===== config.mk =====
export PLATFORM = sky130hd
export DESIGN_NAME = fsab_mem_ingress
export DESIGN_NICKNAME = d
export VERILOG_FILES = /design/src/rtl/fsab_mem_ingress.sv
export SDC_FILE = /design/constraint.sdc
export NUM_CORES = 2
export LEC_CHECK = 0
export ABC_AREA = 0
export BUFFER_PORTS_ARGS = -buffer_cell sky130_fd_sc_hd__buf_2
export CAP_MARGIN = 5
export CORE_UTILIZATION = 55
export DETAILED_ROUTE_END_ITERATION = 10
export GPL_ROUTABILITY_DRIVEN = 1
export GPL_TIMING_DRIVEN = 0
export PLACE_DENSITY = 0.8
export SLEW_MARGIN = 5
export SYNTH_ARGS = -nofsm -noshare
export SYNTH_HDL_FRONTEND = slang
export SYNTH_SLANG_ARGS = --single-unit

===== constraint.sdc =====
create_clock -name clk -period 6.8 [get_ports clk]
set_input_delay 0.34 -clock clk [delete_from_list [all_inputs] [get_ports clk]]
set_output_delay 0.34 -clock clk [all_outputs]
set_load 0.005 [all_outputs]

===== src/rtl/fsab_mem_ingress.sv =====
// fsab_mem_ingress: sink for the FSAB arbiter output bus in front of the
// memory controller. Whole transactions are buffered: headers go into a
// header FIFO (one entry per credit), write beats into a data FIFO sized for
// every credit carrying a maximum-length write. One fsabo_credit pulse is
// returned per transaction once the controller has fully consumed it.
//
// Ports:
//   clk, Nrst                     clock, asynchronous active-low reset
//   fsabo_valid/mode/did/subdid/addr/len/data/mask
//                                 arbiter output bus (header + write beats)
//   fsabo_credit                  registered one-cycle credit return pulse
//   hdr_valid, hdr_mode/did/subdid/addr/len, hdr_pop
//                                 header stream (head entry, pop handshake)
//   dat_valid, dat_data/mask, dat_pop
//                                 write-data stream (head beat, pop handshake)
//   proto_err                     sticky protocol-error flag
module fsab_mem_ingress #(
  parameter int unsigned FSAB_INITIAL_CREDITS = 4,
  parameter int unsigned FSAB_MAX_BEATS       = 8,
  parameter int unsigned FSAB_REQ_HI          = 0,
  parameter int unsigned FSAB_DID_HI          = 3,
  parameter int unsigned FSAB_ADDR_HI         = 30,
  parameter int unsigned FSAB_LEN_HI          = 3,
  parameter int unsigned FSAB_DATA_HI         = 63,
  parameter int unsigned FSAB_MASK_HI         = 7
) (
  input  logic                    clk,
  input  logic                    Nrst,
  input  logic                    fsabo_valid,
  input  logic [FSAB_REQ_HI:0]    fsabo_mode,
  input  logic [FSAB_DID_HI:0]    fsabo_did,
  input  logic [FSAB_DID_HI:0]    fsabo_subdid,
  input  logic [FSAB_ADDR_HI:0]   fsabo_addr,
  input  logic [FSAB_LEN_HI:0]    fsabo_len,
  input  logic [FSAB_DATA_HI:0]   fsabo_data,
  input  logic [FSAB_MASK_HI:0]   fsabo_mask,
  output logic                    fsabo_credit,
  output logic                    hdr_valid,
  output logic [FSAB_REQ_HI:0]    hdr_mode,
  output logic [FSAB_DID_HI:0]    hdr_did,
  output logic [FSAB_DID_HI:0]    hdr_subdid,
  output logic [FSAB_ADDR_HI:0]   hdr_addr,
  output logic [FSAB_LEN_HI:0]    hdr_len,
  input  logic                    hdr_pop,
  output logic                    dat_valid,
  output logic [FSAB_DATA_HI:0]   dat_data,
  output logic [FSAB_MASK_HI:0]   dat_mask,
  input  logic                    dat_pop,
  output logic                    proto_err
);

  localparam int unsigned LEN_W  = FSAB_LEN_HI + 1;
  localparam int unsigned HDEPTH = FSAB_INITIAL_CREDITS;
  localparam int unsigned DDEPTH = FSAB_INITIAL_CREDITS * FSAB_MAX_BEATS;
  localparam int unsigned HAW    = (HDEPTH > 1) ? $clog2(HDEPTH) : 1;
  localparam int unsigned DAW    = (DDEPTH > 1) ? $clog2(DDEPTH) : 1;

  typedef enum logic {S_IDLE, S_WDATA} state_e;

  // Illegal lengths (0 or above the maximum) are handled as single-beat.
  function automatic logic len_bad(input logic [LEN_W-1:0] l);
    return (l == '0) || (l > LEN_W'(FSAB_MAX_BEATS));
  endfunction

  function automatic logic [LEN_W-1:0] len_eff(input logic [LEN_W-1:0] l);
    return len_bad(l) ? LEN_W'(1) : l;
  endfunction

  // Storage
  logic [FSAB_REQ_HI:0]  hmode_mem [HDEPTH];
  logic [FSAB_DID_HI:0]  hdid_mem  [HDEPTH];
  logic [FSAB_DID_HI:0]  hsub_mem  [HDEPTH];
  logic [FSAB_ADDR_HI:0] haddr_mem [HDEPTH];
  logic [FSAB_LEN_HI:0]  hlen_mem  [HDEPTH];
  logic [FSAB_DATA_HI:0] ddata_mem [DDEPTH];
  logic [FSAB_MASK_HI:0] dmask_mem [DDEPTH];

  state_e           state_q, state_d;
  logic [LEN_W-1:0] beats_q, beats_d;
  logic [LEN_W-1:0] rem_q, rem_d;
  logic             credit_q, credit_d;
  logic             err_q, err_d;
  logic [HAW-1:0]   hwr_q, hwr_d, hrd_q, hrd_d;
  logic [HAW:0]     hcnt_q, hcnt_d;
  logic [DAW-1:0]   dwr_q, dwr_d, drd_q, drd_d;
  logic [DAW:0]     dcnt_q, dcnt_d;

  logic hdr_ne, dat_ne, hdr_pop_ok, dat_pop_ok, hdr_room, dat_room;
  logic hdr_push, dat_push;

  assign hdr_ne     = (hcnt_q != '0);
  assign dat_ne     = (dcnt_q != '0);
  // Headers stay hidden while a popped write still owes data beats.
  assign hdr_valid  = hdr_ne && (rem_q == '0);
  assign dat_valid  = dat_ne && (rem_q != '0);
  assign hdr_pop_ok = hdr_pop && hdr_valid;
  assign dat_pop_ok = dat_pop && dat_valid;
  // A same-cycle pop frees the slot for the push.
  assign hdr_room   = (hcnt_q != (HAW+1)'(HDEPTH)) || hdr_pop_ok;
  assign dat_room   = (dcnt_q != (DAW+1)'(DDEPTH)) || dat_pop_ok;

  assign hdr_mode   = hdr_ne ? hmode_mem[hrd_q] : '0;
  assign hdr_did    = hdr_ne ? hdid_mem[hrd_q]  : '0;
  assign hdr_subdid = hdr_ne ? hsub_mem[hrd_q]  : '0;
  assign hdr_addr   = hdr_ne ? haddr_mem[hrd_q] : '0;
  assign hdr_len    = hdr_ne ? hlen_mem[hrd_q]  : '0;
  assign dat_data   = dat_ne ? ddata_mem[drd_q] : '0;
  assign dat_mask   = dat_ne ? dmask_mem[drd_q] : '0;

  assign fsabo_credit = credit_q;
  assign proto_err    = err_q;

  always_comb begin
    state_d  = state_q;
    beats_d  = beats_q;
    rem_d    = rem_q;
    credit_d = 1'b0;
    err_d    = err_q;
    hdr_push = 1'b0;
    dat_push = 1'b0;

    // Ingress
    if (fsabo_valid) begin
      case (state_q)
        S_IDLE: begin
          if (!hdr_room) begin
            err_d = 1'b1;
          end else begin
            hdr_push = 1'b1;
            if (fsabo_mode[FSAB_REQ_HI]) begin
              if (len_bad(fsabo_len)) err_d = 1'b1;
              if (dat_room) dat_push = 1'b1;
              else          err_d    = 1'b1;
              beats_d = len_eff(fsabo_len) - LEN_W'(1);
              if (len_eff(fsabo_len) != LEN_W'(1)) state_d = S_WDATA;
            end
          end
        end
        S_WDATA: begin
          if (dat_room) dat_push = 1'b1;
          else          err_d    = 1'b1;
          beats_d = beats_q - LEN_W'(1);
          if (beats_q == LEN_W'(1)) state_d = S_IDLE;
        end
        default: state_d = S_IDLE;
      endcase
    end

    // Egress; header and data pops are mutually exclusive via rem_q.
    if (hdr_pop_ok) begin
      if (hmode_mem[hrd_q][FSAB_REQ_HI]) rem_d    = len_eff(hlen_mem[hrd_q]);
      else                               credit_d = 1'b1;
    end
    if (dat_pop_ok) begin
      rem_d = rem_q - LEN_W'(1);
      if (rem_q == LEN_W'(1)) credit_d = 1'b1;
    end

    hwr_d  = hdr_push ? ((hwr_q == HAW'(HDEPTH-1)) ? '0 : hwr_q + HAW'(1)) : hwr_q;
    hrd_d  = hdr_pop_ok ? ((hrd_q == HAW'(HDEPTH-1)) ? '0 : hrd_q + HAW'(1)) : hrd_q;
    hcnt_d = hcnt_q + (HAW+1)'(hdr_push) - (HAW+1)'(hdr_pop_ok);
    dwr_d  = dat_push ? ((dwr_q == DAW'(DDEPTH-1)) ? '0 : dwr_q + DAW'(1)) : dwr_q;
    drd_d  = dat_pop_ok ? ((drd_q == DAW'(DDEPTH-1)) ? '0 : drd_q + DAW'(1)) : drd_q;
    dcnt_d = dcnt_q + (DAW+1)'(dat_push) - (DAW+1)'(dat_pop_ok);
  end

  always_ff @(posedge clk or negedge Nrst) begin
    if (!Nrst) begin
      state_q  <= S_IDLE;
      beats_q  <= '0;
      rem_q    <= '0;
      credit_q <= 1'b0;
      err_q    <= 1'b0;
      hwr_q    <= '0;
      hrd_q    <= '0;
      hcnt_q   <= '0;
      dwr_q    <= '0;
      drd_q    <= '0;
      dcnt_q   <= '0;
    end else begin
      state_q  <= state_d;
      beats_q  <= beats_d;
      rem_q    <= rem_d;
      credit_q <= credit_d;
      err_q    <= err_d;
      hwr_q    <= hwr_d;
      hrd_q    <= hrd_d;
      hcnt_q   <= hcnt_d;
      dwr_q    <= dwr_d;
      drd_q    <= drd_d;
      dcnt_q   <= dcnt_d;
    end
  end

  always_ff @(posedge clk) begin
    if (hdr_push) begin
      hmode_mem[hwr_q] <= fsabo_mode;
      hdid_mem[hwr_q]  <= fsabo_did;
      hsub_mem[hwr_q]  <= fsabo_subdid;
      haddr_mem[hwr_q] <= fsabo_addr;
      hlen_mem[hwr_q]  <= fsabo_len;
    end
    if (dat_push) begin
      ddata_mem[dwr_q] <= fsabo_data;
      dmask_mem[dwr_q] <= fsabo_mask;
    end
  end

endmodule


==> results.toml <==
[yosys]
syn_inst = 4295
synth.distinct_cells = 68
synthesis.nets = 4448
synth-async-reset-ratio_pct = 1.35
sequential_cell_area_fraction_in_the_yosys_report_pct = 77.4
synth_top_area_share_pct = 76.5
synth.yosys.warnings = 0
syn_avg_cell_area_um2 = 22.7
synth_edf_count = 2480
synth-seq-cells = 2514
ys.flop_type = "sky130_fd_sc_hd__edfxtp_1"
post-synth-top-area-cell = "sky130_fd_sc_hd__edfxtp_1"
syn_area_um2 = 97300
netlist_top_cells_area = "sky130_fd_sc_hd__edfxtp_1 77%, sky130_fd_sc_hd__mux4_2 13%, sky130_fd_sc_hd__mux2i_1 2.5%"

[layout]
post_route_cells_drive_above_1_share_pct = 29.2
area_growth_pct = 16.3
layout.cell_area.non_filler_um2 = 113000
final_cell_mix = "2480 x sky130_fd_sc_hd__edfxtp_1, 543 x sky130_fd_sc_hd__mux4_2, 304 x sky130_fd_sc_hd__buf_2"
mostFrequentLayoutCell = "sky130_fd_sc_hd__edfxtp_1"
design.final.nets = 5170
post_layout_nonfiller_instances = 7548

[power]
power_frac_clock_pct = 29.3
switchingPower_mw = 14.3
power_per_cell_area_nw_per_um2 = 396
combinationalPowerShare_pct = 30.1
cellInternalPower_mw = 30.5
static-leakage-power_nw = 36.6
power.switching_fraction_pct = 32.0
seq_power_share_pct = 40.6
ir_drop_uv = 353

[hold_path]
min-delay-path-class = "primary input to asynchronous set/reset pin"

[sta]
final_max_slew_viol_count = 10
maxSlewHeadroom_pct = -0.0628
layout_worst_path_cycle_share_pct = 87.0
fin_worst_skew_ns = 0.102
timing.final.hold_violations = 0
timing.fmax_mhz = 169
tightest_slew_ns = 1.50
worst_slack_ns = 0.884
setup_viol = 0
finalWorstPathRequiredPeriod_ns = 5.92
setup_repair_after_global_routing_missed_its_margin = "false"
tightest_hold_margin_ns = 0.130

[die]
die_area_um2 = 179000
number_of_rows_in_the_core_area = 153
initial_core_util_pct = 55.7
die_height_um = 423
floorplan.core_area_um2 = 175000
ioPinCount = 241
die-width_um = 423

[critical_path]
critical_path.startpoint_type = "register"
timing.critical_path.required_ns = 6.46
endpoint_kind = "output port"
crit_path_cell_trace = "buf_4 -> buf_4 -> buf_4 -> buf_2 -> clkbuf_1 -> nor2_1 -> a211oi_1 -> buf_2"
max_stage_delay_ns = 1.15
crit_top_cell = "sky130_fd_sc_hd__buf_4"
setup.worst_path.class = "register to output port"
worstPathArrival_ns = 5.58
critPathMaxFanout = 10
worst_path_max_delay_cell = "sky130_fd_sc_hd__clkbuf_1"

[detailed_routing]
drt-pass1-iter-count = 8
routed_wire_length_per_instance_um = 36.9
remaining_drc_errors = 0
antenna_violating_nets_post_route = 0
route.vias.total = 52000
finalWirelength_mm = 278
vias_per_cell = 6.89
dr.first_iter.drc_count = 9290

[run]
max_cap_violations = 1

[cts]
cts.root.buffer_cell = "sky130_fd_sc_hd__clkbuf_16"
cts-htree-levels = 4
clkLatencyLatePin_ns = 0.91
cts_tree = "done"
clk_path_buf_depth = 3
total_clock_sinks = 2514
cts.clk_slew.worst_paths_ns = 0.07
cts_made_buffers = 231

[global_routing]
gr_ovfl_total = 0
number_of_antenna_violations_at_the_first_check_in_global_routing = 11
pin_count_of_the_biggest_net_entering_global_routing = 35
first_global_vias = 53000
track_usage_pct = 31.1
global_route_wire_length_before_repair_mm = 388

[placement]
dp_cells = 6988
place_ws_ns = 2.30
port_buffers = 240
gp_congestion = 0.815
placement.cell_area_um2 = 104000
detailed_place_hpwl_mm = 170

[status]
failed_checks = "max-capacitance violations, max-slew violations"
outcome = "complete, but fails checks"
==> registers in the layout, summed over array words and instances (netlist names) <==
name,cells
proto_err,1
hlen_mem,16
dwr_q,5
hsub_mem,16
rem_q,4
ddata_mem,2048
dmask_mem,256
hwr_q,2
beats_q,4
hcnt_q,3
hmode_mem,4
fsabo_credit,1
dcnt_q,6
drd_q,5
state_q,1
haddr_mem,124
hrd_q,2
hdid_mem,16
==> per-layer routing <==
metal	track usage [%]	vias to the layer above	part of all wire, %
li1	-	19700	-
met1	39.1	26600	32
met2	49.5	4759	48
met3	7.90	1005	13
met4	18.0	6	6.9
met5	0	-	0.017
==> path summary, 6_finish.rpt <==
| path | start | to | slack (ns) | depth (start not counted) |
|---|---|---|---|---|
| hold / removal | Nrst | drd_q[4] | 0.13 | 2 |
| min in group clk | fsabo_addr[13] | haddr_mem[0][13] | 0.24 | 2 |
| setup / recovery | drd_q[2] | dat_data[0] | 0.88 | 8 |
| setup reg to reg | dcnt_q[4] | dcnt_q[4] | 2.33 | 16 |
| hold reg to reg | proto_err | proto_err | 0.47 | 1 |
| max in group asynchronous | Nrst | dcnt_q[3] | 6.07 | 2 |
==> synth_stat cells, drive strengths merged (5+ instances only) <==
library cell,count
edfxtp,2480
mux4,555
mux2i,242
buf,158
o22ai,86
clkbuf,75
nor2b,73
nor2,62
mux2,60
nand2,50
a22oi,49
a211oi,40
a21oi,37
dfrtp,34
o21ai,34
ha,30
inv,30
a2111oi,23
a211o,17
a221oi,14
nor3,14
o221ai,13
and3,12
nand2b,12
o22a,10
nand3,9
and2,7
a31oi,5
xnor2,5
xor2,5
==> logic make-up after synthesis <==
group / count (synthesis) / share of synthesized area, %
DFF: 2514 / 77.4
muxes: 857 / 16.1
AOI/OAI and AO/OA: 355 / 2.73
buffers and inverters: 266 / 1.86
and+or+nand+nor: 261 / 1.39
adders and majority gates: 32 / 0.427
xor gates and xnor gates: 10 / 0.0900
==> layout make-up <==
cell class / instances / area (um2)
diodes: 6 / 15.0
clock inverters: 146 / 1600
well taps: 2325 / 2910
plain buffers: 236 / 1700
inverters: 30 / 113
fillers: 10500 / 61600
repair buffers: 489 / 5060
multi-input cells: 1515 / 20400
clock buffers: 287 / 5990
flip-flops and latches: 2514 / 75300
==> worst max-delay path: cells and delay by family, from the launching register on <==
kind / cells / cell delay (ns)
AO/OA/AOI/OAI: 1 / 0.77
buffers and inverters: 6 / 2.85
flip-flops: 1 / 0.47
AND/OR/NAND/NOR: 1 / 0.55
==> per-stage QoR <==
step	power (mW)	utilization [%]	TNS (ns)
after floorplan	25.9	-	0
after detailed placement	31.3	59.7	0
after global routing	45.7	64.7	0
final	44.8	64.7	0
after CTS	44.5	64.7	0
after global placement	30.8	58.0	-6785.78
==> timing repair <==
| item | 4_1_cts | 5_1_grt |
|---|---|---|
| setup buffers | 0 | 0 |
| resized for setup | 0 | 0 |
| endpoints found under the hold margin | 2447 | 0 |
| hold buffers | 120 | 0 |
==> power groups by stage <==
stage	clock network (mW)	registers, mW	logic (mW)
after global routing	13.7	18.2	13.8
after detailed placement	0	18.5	12.9
after global placement	0	18.6	12.2
after floorplan	0	18.5	7.48
final	13.1	18.2	13.5
after CTS	13.1	18.2	13.2
Power figures use the tool's default switching activity.
